<file path="config.mk">
export PLATFORM = sky130hd
export DESIGN_NAME = portamento_scanner
export DESIGN_NICKNAME = d
export VERILOG_FILES = /design/src/rtl/portamento_scanner.sv
export SDC_FILE = /design/constraint.sdc
export NUM_CORES = 1
export LEC_CHECK = 0
export ABC_AREA = 1
export BUFFER_PORTS_ARGS = -buffer_cell sky130_fd_sc_hd__buf_2
export CAP_MARGIN = 25
export CORE_AREA = 2 2 180 182
export DETAILED_ROUTE_END_ITERATION = 8
export DIE_AREA = 0 0 182 184
export GPL_TIMING_DRIVEN = 1
export PLACE_DENSITY = 0.69
export SYNTH_ARGS = -nofsm -noshare
export SYNTH_HDL_FRONTEND = slang
export SYNTH_SLANG_ARGS = --single-unit
</file>
<file path="constraint.sdc">
create_clock -name clk -period 22.5 [get_ports clk]
set_clock_uncertainty 0.2 [all_clocks]
set_input_delay 0 -clock clk [delete_from_list [all_inputs] [get_ports clk]]
set_output_delay 0 -clock clk [all_outputs]
set_load 0.03 [all_outputs]
</file>
<file path="src/rtl/portamento_scanner.sv">
// Time-multiplexes one shared portamento smoother across NCOMAX+1 units.
// Each sample_tick runs one 4-cycle present/wait/wait/capture slot per unit.
module portamento_scanner #(
    parameter int SEL_WIDTH = 2,
    parameter int NCOMAX    = 3,
    parameter int DSZ       = 48
) (
    input  logic                        clk,
    input  logic                        reset,
    input  logic                        sample_tick,
    input  logic                        tgt_we,
    input  logic        [SEL_WIDTH-1:0] tgt_unit,
    input  logic signed [DSZ-1:0]       tgt_data,
    output logic        [SEL_WIDTH-1:0] unit,
    output logic signed [DSZ-1:0]       porta_in,
    output logic                        portamento_clk,
    input  logic signed [DSZ-1:0]       porta_out,
    output logic        [SEL_WIDTH-1:0] result_unit,
    output logic signed [DSZ-1:0]       result_data,
    output logic                        result_valid,
    output logic                        busy,
    output logic                        scan_done,
    output logic                        overrun
);

    typedef enum logic [1:0] {
        S_IDLE,
        S_PRESENT,
        S_WAIT,
        S_CAPTURE
    } state_t;

    localparam logic [SEL_WIDTH-1:0] LAST = SEL_WIDTH'(NCOMAX);

    state_t                 r_state;
    logic                   r_wcnt;
    logic signed [DSZ-1:0]  r_tgt [0:NCOMAX];
    logic [SEL_WIDTH-1:0]   r_unit;
    logic signed [DSZ-1:0]  r_porta_in;
    logic                   r_pclk;
    logic [SEL_WIDTH-1:0]   r_runit;
    logic signed [DSZ-1:0]  r_rdata;
    logic                   r_rvalid;
    logic                   r_busy;
    logic                   r_done;
    logic                   r_overrun;

    logic                   w_tgt_ok;
    logic [SEL_WIDTH-1:0]   w_pres_unit;
    logic signed [DSZ-1:0]  w_pres_data;

    assign w_tgt_ok    = ({1'b0, tgt_unit} <= (SEL_WIDTH+1)'(NCOMAX));
    assign w_pres_unit = (r_state == S_IDLE) ? '0 : r_unit + SEL_WIDTH'(1);

    // A write landing on the same edge as the slot start must be seen.
    always_comb begin
        w_pres_data = r_tgt[w_pres_unit];
        if (tgt_we && (tgt_unit == w_pres_unit))
            w_pres_data = tgt_data;
    end

    always_ff @(posedge clk or posedge reset) begin
        if (reset) begin
            for (int i = 0; i <= NCOMAX; i++)
                r_tgt[i] <= '0;
        end else if (tgt_we && w_tgt_ok) begin
            r_tgt[tgt_unit] <= tgt_data;
        end
    end

    always_ff @(posedge clk or posedge reset) begin
        if (reset) begin
            r_state    <= S_IDLE;
            r_wcnt     <= 1'b0;
            r_unit     <= '0;
            r_porta_in <= '0;
            r_pclk     <= 1'b0;
            r_runit    <= '0;
            r_rdata    <= '0;
            r_rvalid   <= 1'b0;
            r_busy     <= 1'b0;
            r_done     <= 1'b0;
            r_overrun  <= 1'b0;
        end else begin
            r_pclk   <= 1'b0;
            r_rvalid <= 1'b0;
            r_done   <= 1'b0;
            if (sample_tick && (r_state != S_IDLE))
                r_overrun <= 1'b1;
            unique case (r_state)
                S_IDLE: begin
                    if (sample_tick) begin
                        r_state    <= S_PRESENT;
                        r_unit     <= w_pres_unit;
                        r_porta_in <= w_pres_data;
                        r_pclk     <= 1'b1;
                        r_busy     <= 1'b1;
                    end
                end
                S_PRESENT: begin
                    r_state <= S_WAIT;
                    r_wcnt  <= 1'b0;
                end
                S_WAIT: begin
                    r_wcnt <= 1'b1;
                    if (r_wcnt)
                        r_state <= S_CAPTURE;
                end
                S_CAPTURE: begin
                    r_rdata  <= porta_out;
                    r_runit  <= r_unit;
                    r_rvalid <= 1'b1;
                    if (r_unit == LAST) begin
                        r_state <= S_IDLE;
                        r_done  <= 1'b1;
                        r_busy  <= 1'b0;
                    end else begin
                        r_state    <= S_PRESENT;
                        r_unit     <= w_pres_unit;
                        r_porta_in <= w_pres_data;
                        r_pclk     <= 1'b1;
                    end
                end
                default: r_state <= S_IDLE;
            endcase
        end
    end

    assign unit           = r_unit;
    assign porta_in       = r_porta_in;
    assign portamento_clk = r_pclk;
    assign result_unit    = r_runit;
    assign result_data    = r_rdata;
    assign result_valid   = r_rvalid;
    assign busy           = r_busy;
    assign scan_done      = r_done;
    assign overrun        = r_overrun;

endmodule

</file>
# After elaboration in Yosys (flattened, before gate mapping)
# Cells that the tools add are included.
[totals]
regBits = 300
output_inout_bits = 105
wordCells = 68
[classes]
bitwise_logic = 2
addsub = 1
n_mux = 28
n_eq_ne = 9
n_reduce_logical = 10
n_lt_le_gt_ge = 3
[op_table]
columns = ["op", "n"]
rows = [
  ["48-bit two-way mux", 6],
  ["192-bit bitwise mux", 1],
  ["48-bit binary-select mux with 2-bit select", 1],
  ["48-bit demux with 2-bit select", 1],
  ["48-bit case mux with 2 select lines", 1],
  ["2-bit two-way mux", 5],
  ["1-bit two-way mux", 8],
  ["2-bit != test, second input constant", 4],
  ["2-bit case mux with 4 select lines", 1],
  ["2-bit == test, second input constant", 3],
  ["3-bit >= comparator, second input constant", 2],
  ["2-bit inverter with 3-bit output", 2],
  ["1-bit case mux with 2 select lines", 3],
  ["3-bit AND reduction", 2],
  ["2-bit nonzero test", 3],
  ["2-bit case mux with 2 select lines", 1],
  ["1-bit logical AND", 3],
  ["3-bit by 1-bit less-than comparator with 1-bit output, second input constant", 1],
  ["2-bit by 1-bit adder with 2-bit output, second input constant", 1],
  ["2-bit by 1-bit == test with 1-bit output, second input constant", 1],
  ["2-bit == test", 1],
  ["2-bit zero test", 1],
  ["2-bit AND reduction", 1],
]

# Longest topological paths before layout
# Gate-level depths: netlist of the first run.
[depth]
ltp_word = 9
depth_mapped = 12

# Worst setup path after synthesis of the first run
# No wires, ideal clock.
[synth_path]
kind = "register to register"
from = "register r_unit[0] (netlist: unit[0])"
to = "register r_porta_in[0] (netlist: porta_in[0])"
t_required_ns = 22.182
period_less_slack_ns = 2.106
path_buffers = 2
stages_incl_launch_ff = 11
setup_time_ns = 0.118
t_arrival_ns = 1.787
path_slack_ns = 20.394
cell_sequence = "dfrtp_1 -> ha_1 -> inv_1 -> nor2_2 -> nor2_1 -> nor2_2 -> buf_2 -> buf_4 -> nand3_1 -> nand3_1 -> nand2_1"
[synth_between]
elab_chain_cells = 9
[synth_rtl]
columns = ["item", "line", "source"]
rows = [
  ["start, declared", "38", "logic [SEL_WIDTH-1:0] r_unit;"],
  ["start signal, assigned", "94", "r_unit <= w_pres_unit;"],
  ["start signal, assigned", "119", "r_unit <= w_pres_unit;"],
  ["2-bit by 1-bit adder with 2-bit output", "53", "assign w_pres_unit = (r_state == S_IDLE) ? '0 : r_unit + SEL_WIDTH'(1);"],
  ["2-bit two-way mux", "53", ""],
  ["2-bit inverter with 3-bit output (implied by the code)", "57", "w_pres_data = r_tgt[w_pres_unit];"],
  ["48-bit binary-select mux with 2-bit select", "57", ""],
  ["48-bit two-way mux (implied by the code) (2 in series)", "57", ""],
  ["48-bit two-way mux", "58", "if (tgt_we && (tgt_unit == w_pres_unit))"],
  ["48-bit two-way mux (on tied branches)", "113, 92", ""],
  ["48-bit case mux with 2 select lines", "90", "unique case (r_state)"],
  ["end signal, assigned", "95", "r_porta_in <= w_pres_data;"],
  ["end signal, assigned", "120", "r_porta_in <= w_pres_data;"],
  ["end, declared", "39", "logic signed [DSZ-1:0] r_porta_in;"],
]
# Parallel ways exist; a longest one is shown, timed or not. The select of a mux whose other input is x is not followed.
# A chain may end at the register's enable or synchronous reset.

# Final worst setup path of the first run
[layout_path]
from = "register r_state[1]"
to = "register r_porta_in[3] (netlist: porta_in[3])"
[layout_between]
elab_chain_cells = 9
[layout_rtl]
columns = ["item", "line", "source"]
rows = [
  ["start, declared", "35", "state_t r_state;"],
  ["start signal, assigned", "73", "r_state <= S_IDLE;"],
  ["start signal, assigned", "93", "r_state <= S_PRESENT;"],
  ["start signal, assigned", "101", "r_state <= S_WAIT;"],
  ["2-bit zero test", "53, 90", ""],
  ["2-bit two-way mux", "53", ""],
  ["2-bit inverter with 3-bit output (implied by the code)", "57", ""],
  ["48-bit binary-select mux with 2-bit select", "57", ""],
  ["48-bit two-way mux (implied by the code) (2 in series)", "57", ""],
  ["48-bit two-way mux", "58", ""],
  ["48-bit two-way mux (on tied branches)", "113, 92", ""],
  ["48-bit case mux with 2 select lines", "90", ""],
]
# Parallel ways exist; a longest one is shown, timed or not. The select of a mux whose other input is x is not followed.

==> impl_metrics.tcl, run 1 <==
set metrics [dict create \
    vias_per_cell 5.13 \
    insertion_delay_ps 510 \
    critPathLaunchType "flip-flop" \
    netSwitchingFraction 0.444 \
    synth_top_family_by_area "simple AND/OR/NAND/NOR gates" \
    violations "negative hold slack" \
    die_width_um 182 \
    syn_avg_cell_area_sq_um 8.08 \
    finalCriticalPeriod_ps 3960 \
    slew_viol_final 0 \
    critPathMaxStageDelay_ps 900 \
    whs_ps -53.1 \
    syn_inst 1621 \
    ys_ff_latch 300 \
    worstSetupStartpoint "r_state[1]" \
    synth.cell_area_sq_um 13100 \
    max-vdd-ir-drop_uv 110 \
    p_comb_frac 0.458 \
    cts_root_buf "clkbuf_16" \
    antenna_found_initial 0 \
    vias 11800 \
    synth-simple-area-share 0.289 \
    p_clk_frac 0.222 \
    multi_input_area_sq_um 4990 \
    cts_made_buffers 34 \
    synth_common_cells "nand2_1, dfrtp_1, o21ai_0" \
    cp_data_arrival_time_ps 4180 \
    synthFlopType "dfrtp_1" \
    switchingPower_mw 1.07 \
    syn-num-nets 1728 \
    outcome "complete, but fails checks" \
    hold_buffers 101 \
    powerDensity_nw_per_um2 145 \
    p_leak_nw 8.65 \
    rows 65 \
    grt_pass1_vias 11500 \
    met1_usage 0.293 \
    max-clock-path-buffers 3 \
    io_pins 207 \
    crit_top_cell "inv_2" \
    ant_nets 0 \
    finalSetupViolCount 0 \
    antenna_cells 0 \
    hp-class "primary input to async pin" \
    cpMaxStageDelayCell "ha_2" \
    seq_area_frac_synth 0.573 \
    r2r-start "r_state[1]" \
    ys_warn_count 0 \
    end_kind "flip-flop" \
    criticalPathCategory "flip-flop to flip-flop" \
    rsz0062_at_grt "false" \
    grt_use_total 0.220 \
    drt_wl_total_um 36300 \
    drive_above_1_share 0.153 \
    synth_most_common_cell "nand2_1" \
    max_freq_ghz 0.253 \
    worstRegToRegCells 9 \
    max_cap_viol_count 0 \
    core_area_sq_um 31400 \
    start_util 0.417 \
    min_period_over_period 0.176 \
    synth_mux_area_frac 0 \
    fp.dieArea_sq_um 33500 \
    place_congestion 0.757 \
    synthXorXnorAreaFrac 0.000668 \
    p_int_mw 1.34 \
    rrSetupSlack_ps 18540 \
    top_usage_layer "met2" \
    die_h_um 184 \
    slew_headroom 0.314 \
    finalInstanceArea_sq_um 16600 \
    first_iter_violations 1089 \
    setup_tns_ps 0 \
    cts.reportedPaths.clkPinSlew_ps 60 \
    placed_cell_area_sq_um 14500 \
    area_growth_pct 26.9 \
    synth-adder-area-share 0.00477 \
    cts_tree "done" \
    tightest_slew_ps 1030 \
    dp_hpwl_um 20200 \
    synthDistinctLibCells 20 \
    synth-compound-area-share 0.0789 \
    clock_sinks 300 \
    worstSetupEndpoint "porta_in[3]" \
    path_cells "ha_2 -> inv_2 -> a21oi_1 -> nand2_2 -> buf_4 -> inv_2 -> buf_12 -> nand3_1 -> nand2_1" \
    crit_required_ps 22730 \
    first_pass_iters 5 \
    synthArstFlopShare 1.00 \
    critPathMaxFanout 54 \
    grt_overflow_total 0 \
    wl_per_cell_um 15.8 \
    yosysTopAreaCell "dfrtp_1" \
    grt_util_met2 0.373 \
    finalHoldViolCount 25 \
    grt_max_degree 111 \
    synth_area_leaders "dfrtp_1, nand2_1, o21ai_0, nand3_1, clkbuf_1" \
    synth_edf_count 0 \
    power_frac_seq 0.320 \
    regArea_sq_um 7510 \
    use_met3 0.0315 \
    grt_pass1_wl_um 60300 \
    htree_levels 2 \
    post_cts_buffers 0 \
    synth.top_cell.area_share 0.573 \
    cts_resized 0 \
    portBuffers 206 \
    drc 0 \
    fillers 2909 \
    r2r_end "porta_in[3]" \
    layout.nets 1983 \
]
-- power by group through the flow --
stage	Sequential [mW]	Combinational (mW)	Clock (mW)
3_5_place_dp	0.780	1.09	0
6_report	0.774	1.11	0.535
2_1_floorplan	0.942	0.596	0
4_1_cts	0.773	1.11	0.548
5_1_grt	0.792	1.23	0.572
3_3_place_gp	0.777	1.04	0
-- critical path, delay by kind of cell (launching register included) --
| family | cells | cell delay (ps) |
|---|---|---|
| buffers and inverters | 4 | 1730 |
| adders and majority gates | 1 | 900 |
| DFF | 1 | 420 |
| AOI/OAI and AO/OA | 1 | 340 |
| and+or+nand+nor | 3 | 220 |
-- layout by cell type (no fill, tap or decap), types with 2 or more instances in the layout --
| master | instances |
|---|---|
| a21oi_1 | 3 |
| buf_12 | 4 |
| buf_16 | 4 |
| buf_2 | 206 |
| buf_4 | 10 |
| clkbuf_1 | 8 |
| clkbuf_16 | 35 |
| clkbuf_8 | 8 |
| clkinv_2 | 2 |
| dfrtp_1 | 300 |
| dlygate4sd3_1 | 101 |
| ha_1 | 4 |
| inv_1 | 58 |
| inv_2 | 4 |
| inv_6 | 2 |
| nand2_1 | 732 |
| nand2_2 | 2 |
| nand3_1 | 193 |
| nand3_4 | 4 |
| nor2_1 | 3 |
| nor2_4 | 3 |
| o21ai_0 | 201 |
-- routing by layer --
metal  vias up  wire length [um]  share of wire
met5         -                 0              0
met4         0               954          0.026
met3        79              2090          0.057
met2       405             17500           0.48
met1      5631             15800           0.44
li1       5663                 -              -
-- metrics by stage --
stage / worst slack (ps) / power (mW) / instances / utilization
2_1_floorplan: 14010 / 1.54 / 1621 / -
3_3_place_gp: 18490 / 1.82 / 2133 / 0.457
3_5_place_dp: 18330 / 1.87 / 2138 / 0.461
4_1_cts: 18300 / 2.43 / 2295 / 0.528
5_1_grt: 18210 / 2.59 / 2298 / 0.530
6_report: 18540 / 2.42 / 2298 / 0.530
-- final cells by class --
type,count,area share
sequential,300,0.452
multi-input combinational,1152,0.300
timing repair buffer,325,0.139
clock buffer,51,0.0611
tap,402,0.0303
inverter,63,0.0147
clock inverter,5,0.00346
-- logic make-up after synthesis --
family | after synthesis
buf+inv | 169
compound gates | 206
simple gates | 940
fa+ha+maj | 5
flops | 300
xor+xnor | 1
-- worst min path at each step --
stage                       to  slack, ps  cells past startpoint
2_1_floorplan   result_data[0]        -80                      2
5_1_grt        result_data[46]         40                      4
3_3_place_gp   result_data[39]         -3                      2
4_1_cts        result_data[32]          5                      4
3_5_place_dp   result_data[42]          6                      2
6_report       result_data[40]        -50                      3
-- sequential cells by signal, indices dropped and copies added, names as in the netlist --
signal          count
r_wcnt              1
result_unit         2
portamento_clk      1
result_data        48
porta_in           48
busy                1
r_state             2
unit                2
scan_done           1
overrun             1
result_valid        1
r_tgt             192
(Power assumes the default switching activity.)
==> run 2, diff against run 1 <==
==> constraint.sdc (replaced) <==
create_clock -name clk -period 3.9 [get_ports clk]
set_clock_uncertainty 0.2 [all_clocks]
set_input_delay 0 -clock clk [delete_from_list [all_inputs] [get_ports clk]]
set_output_delay 0 -clock clk [all_outputs]
set_load 0.03 [all_outputs]
==> run 2 against run 1 <==
The run now ends clean. Routed wire length grew 0.48%. Final cell count grew 0.39%. Worst setup slack worse by 18000 ps. Global-route usage hardly changed. Combinational power rose to 5.7 times the previous value. Clock-buffer cell count grew 1. Sequential cell count stayed put. Sequential share of layout area decreased by 0.23 points. Die area unchanged. Sequential power rose to 5.8 times the previous value. Non-clock buffer count rose by 6. Critical endpoint is now porta_in[40].
==> impl_metrics.tcl, run 2 (same netlist as run 1, synthesis figures left out) <==
set metrics [dict create \
    max_freq_ghz 0.342 \
    finalHoldViolCount 0 \
    critPathLaunchType "flip-flop" \
    drc 0 \
    cpMaxStageDelayCell "buf_4" \
    hp-class "primary input to flip-flop" \
    finalInstanceArea_sq_um 16700 \
    min_period_over_period 0.749 \
    antenna_found_initial 0 \
    dp_hpwl_um 21000 \
    slew_headroom 0.478 \
    cp_data_arrival_time_ps 3120 \
    insertion_delay_ps 510 \
    critPathMaxStageDelay_ps 530 \
    cts.reportedPaths.clkPinSlew_ps 60 \
    criticalPathCategory "flip-flop to flip-flop" \
    grt_pass1_vias 11600 \
    finalCriticalPeriod_ps 2920 \
    cts_made_buffers 34 \
    finalSetupViolCount 0 \
    drive_above_1_share 0.157 \
    post_cts_buffers 0 \
    powerDensity_nw_per_um2 836 \
    max-vdd-ir-drop_uv 436 \
    post-place-ws_ps 977 \
    first_pass_iters 7 \
    area_growth_pct 27.5 \
    crit_required_ps 4100 \
    placed_cell_area_sq_um 14500 \
    p_leak_nw 8.70 \
    critPathMaxFanout 38 \
    grt_use_total 0.221 \
    vias_per_cell 5.10 \
    place_congestion 0.761 \
    largest_register "r_tgt" \
    setup_ws_ps 978 \
    whs_ps 39.2 \
    core_area_sq_um 31400 \
    fin_cells 2307 \
    path_cells "ha_1 -> inv_1 -> nor2_4 -> nor2_1 -> nor2_4 -> buf_4 -> nand3_1 -> nand3_1 -> nand2_1" \
    rows 65 \
    fin_util 0.532 \
    final_cell_mix "nand2_1, dfrtp_1, buf_2" \
    grt_max_degree 133 \
    max_cap_viol_count 0 \
    htree_levels 2 \
    ant_nets 0 \
    die_h_um 184 \
    fp.dieArea_sq_um 33500 \
    vias 11800 \
    wl_per_cell_um 15.8 \
    grt_pass1_wl_um 59900 \
    layout_commonest_cell "nand2_1" \
    layout.nets 1989 \
    slew_viol_final 0 \
    antenna_cells 0 \
    clock_sinks 300 \
    max-clock-path-buffers 3 \
    cts_root_buf "clkbuf_16" \
    die_width_um 182 \
    dp.cells 2142 \
    end_kind "flip-flop" \
    first_iter_violations 964 \
    outcome "finished clean" \
    tightest_slew_ps 783 \
    drt_wl_total_um 36500 \
    start_util 0.417 \
    io_pins 207 \
    worst_path_dominant_cell_family "simple AND/OR/NAND/NOR gates" \
    cts_tree "done" \
    path_buf_inv 2 \
    largest_reg_flops 192 \
    grt_overflow_total 0 \
    portBuffers 206 \
    rsz0062_at_grt "false" \
]
run 2: cell count changes in the layout (fill, tap and decap cells not counted):
cell and change:
buf_4 +3, buf_16 -2, clkbuf_8 +4, buf_12 +2
clkbuf_1 -3, dlygate4sd3_1 +3, inv_6 -1, inv_8 -1
clkinvlp_4 +1, clkinv_2 +3
run 2: final timing paths:
path	startpoint	endpoint	slack [ps]	cells past startpoint
setup / recovery	unit[0]	porta_in[40]	980	9
hold / removal	porta_out[28]	result_data[28]	40	4
setup reg to reg	unit[0]	porta_in[40]	980	9
hold reg to reg	result_unit[1]	result_unit[1]	270	2
max in group asynchronous	reset	result_data[8]	1770	5
min in group asynchronous	reset	r_tgt[90]	560	4
run 2: repair_timing:
action	in CTS	in global routing
gates resized for setup	0	0
hold buffers	104	0
hold endpoints to repair	320	0
run 2: report_power, final:
group | total (mW) | internal [mW] | switching (mW)
Combinational | 6.34 | 1.86 | 4.48
Clock | 3.17 | 1.93 | 1.24
Sequential | 4.47 | 3.99 | 0.473
run 2: worst min-delay path: stages:
cell,delay (ps)
dlygate4sd3_1,520
buf_2,90
nand2_1,40
nand2_1,60
run 2: metrics by stage:
stage          TNS, ps  total power, mW
3_3_place_gp         0             10.6
4_1_cts              0             14.1
3_5_place_dp         0             10.8
5_1_grt              0             15.0
6_report             0             14.0
2_1_floorplan   -86120             8.87
run 2: layout make-up:
class                   count  area [sq um]
clock buffers              52          1060
clock inverters             7          63.8
fillers                  2910         14700
inverters                  63           240
multi-input cells        1152          4990
flip-flops and latches    300          7510
well taps                 402           503
repair buffers            331          2340
run 2: routing by layer:
layer,global-route usage,vias up,part of all wire
li1,-,5685,-
met1,0.289,5616,0.43
met2,0.378,409,0.49
met3,0.0351,65,0.061
met4,0.0687,0,0.024
met5,0,-,0
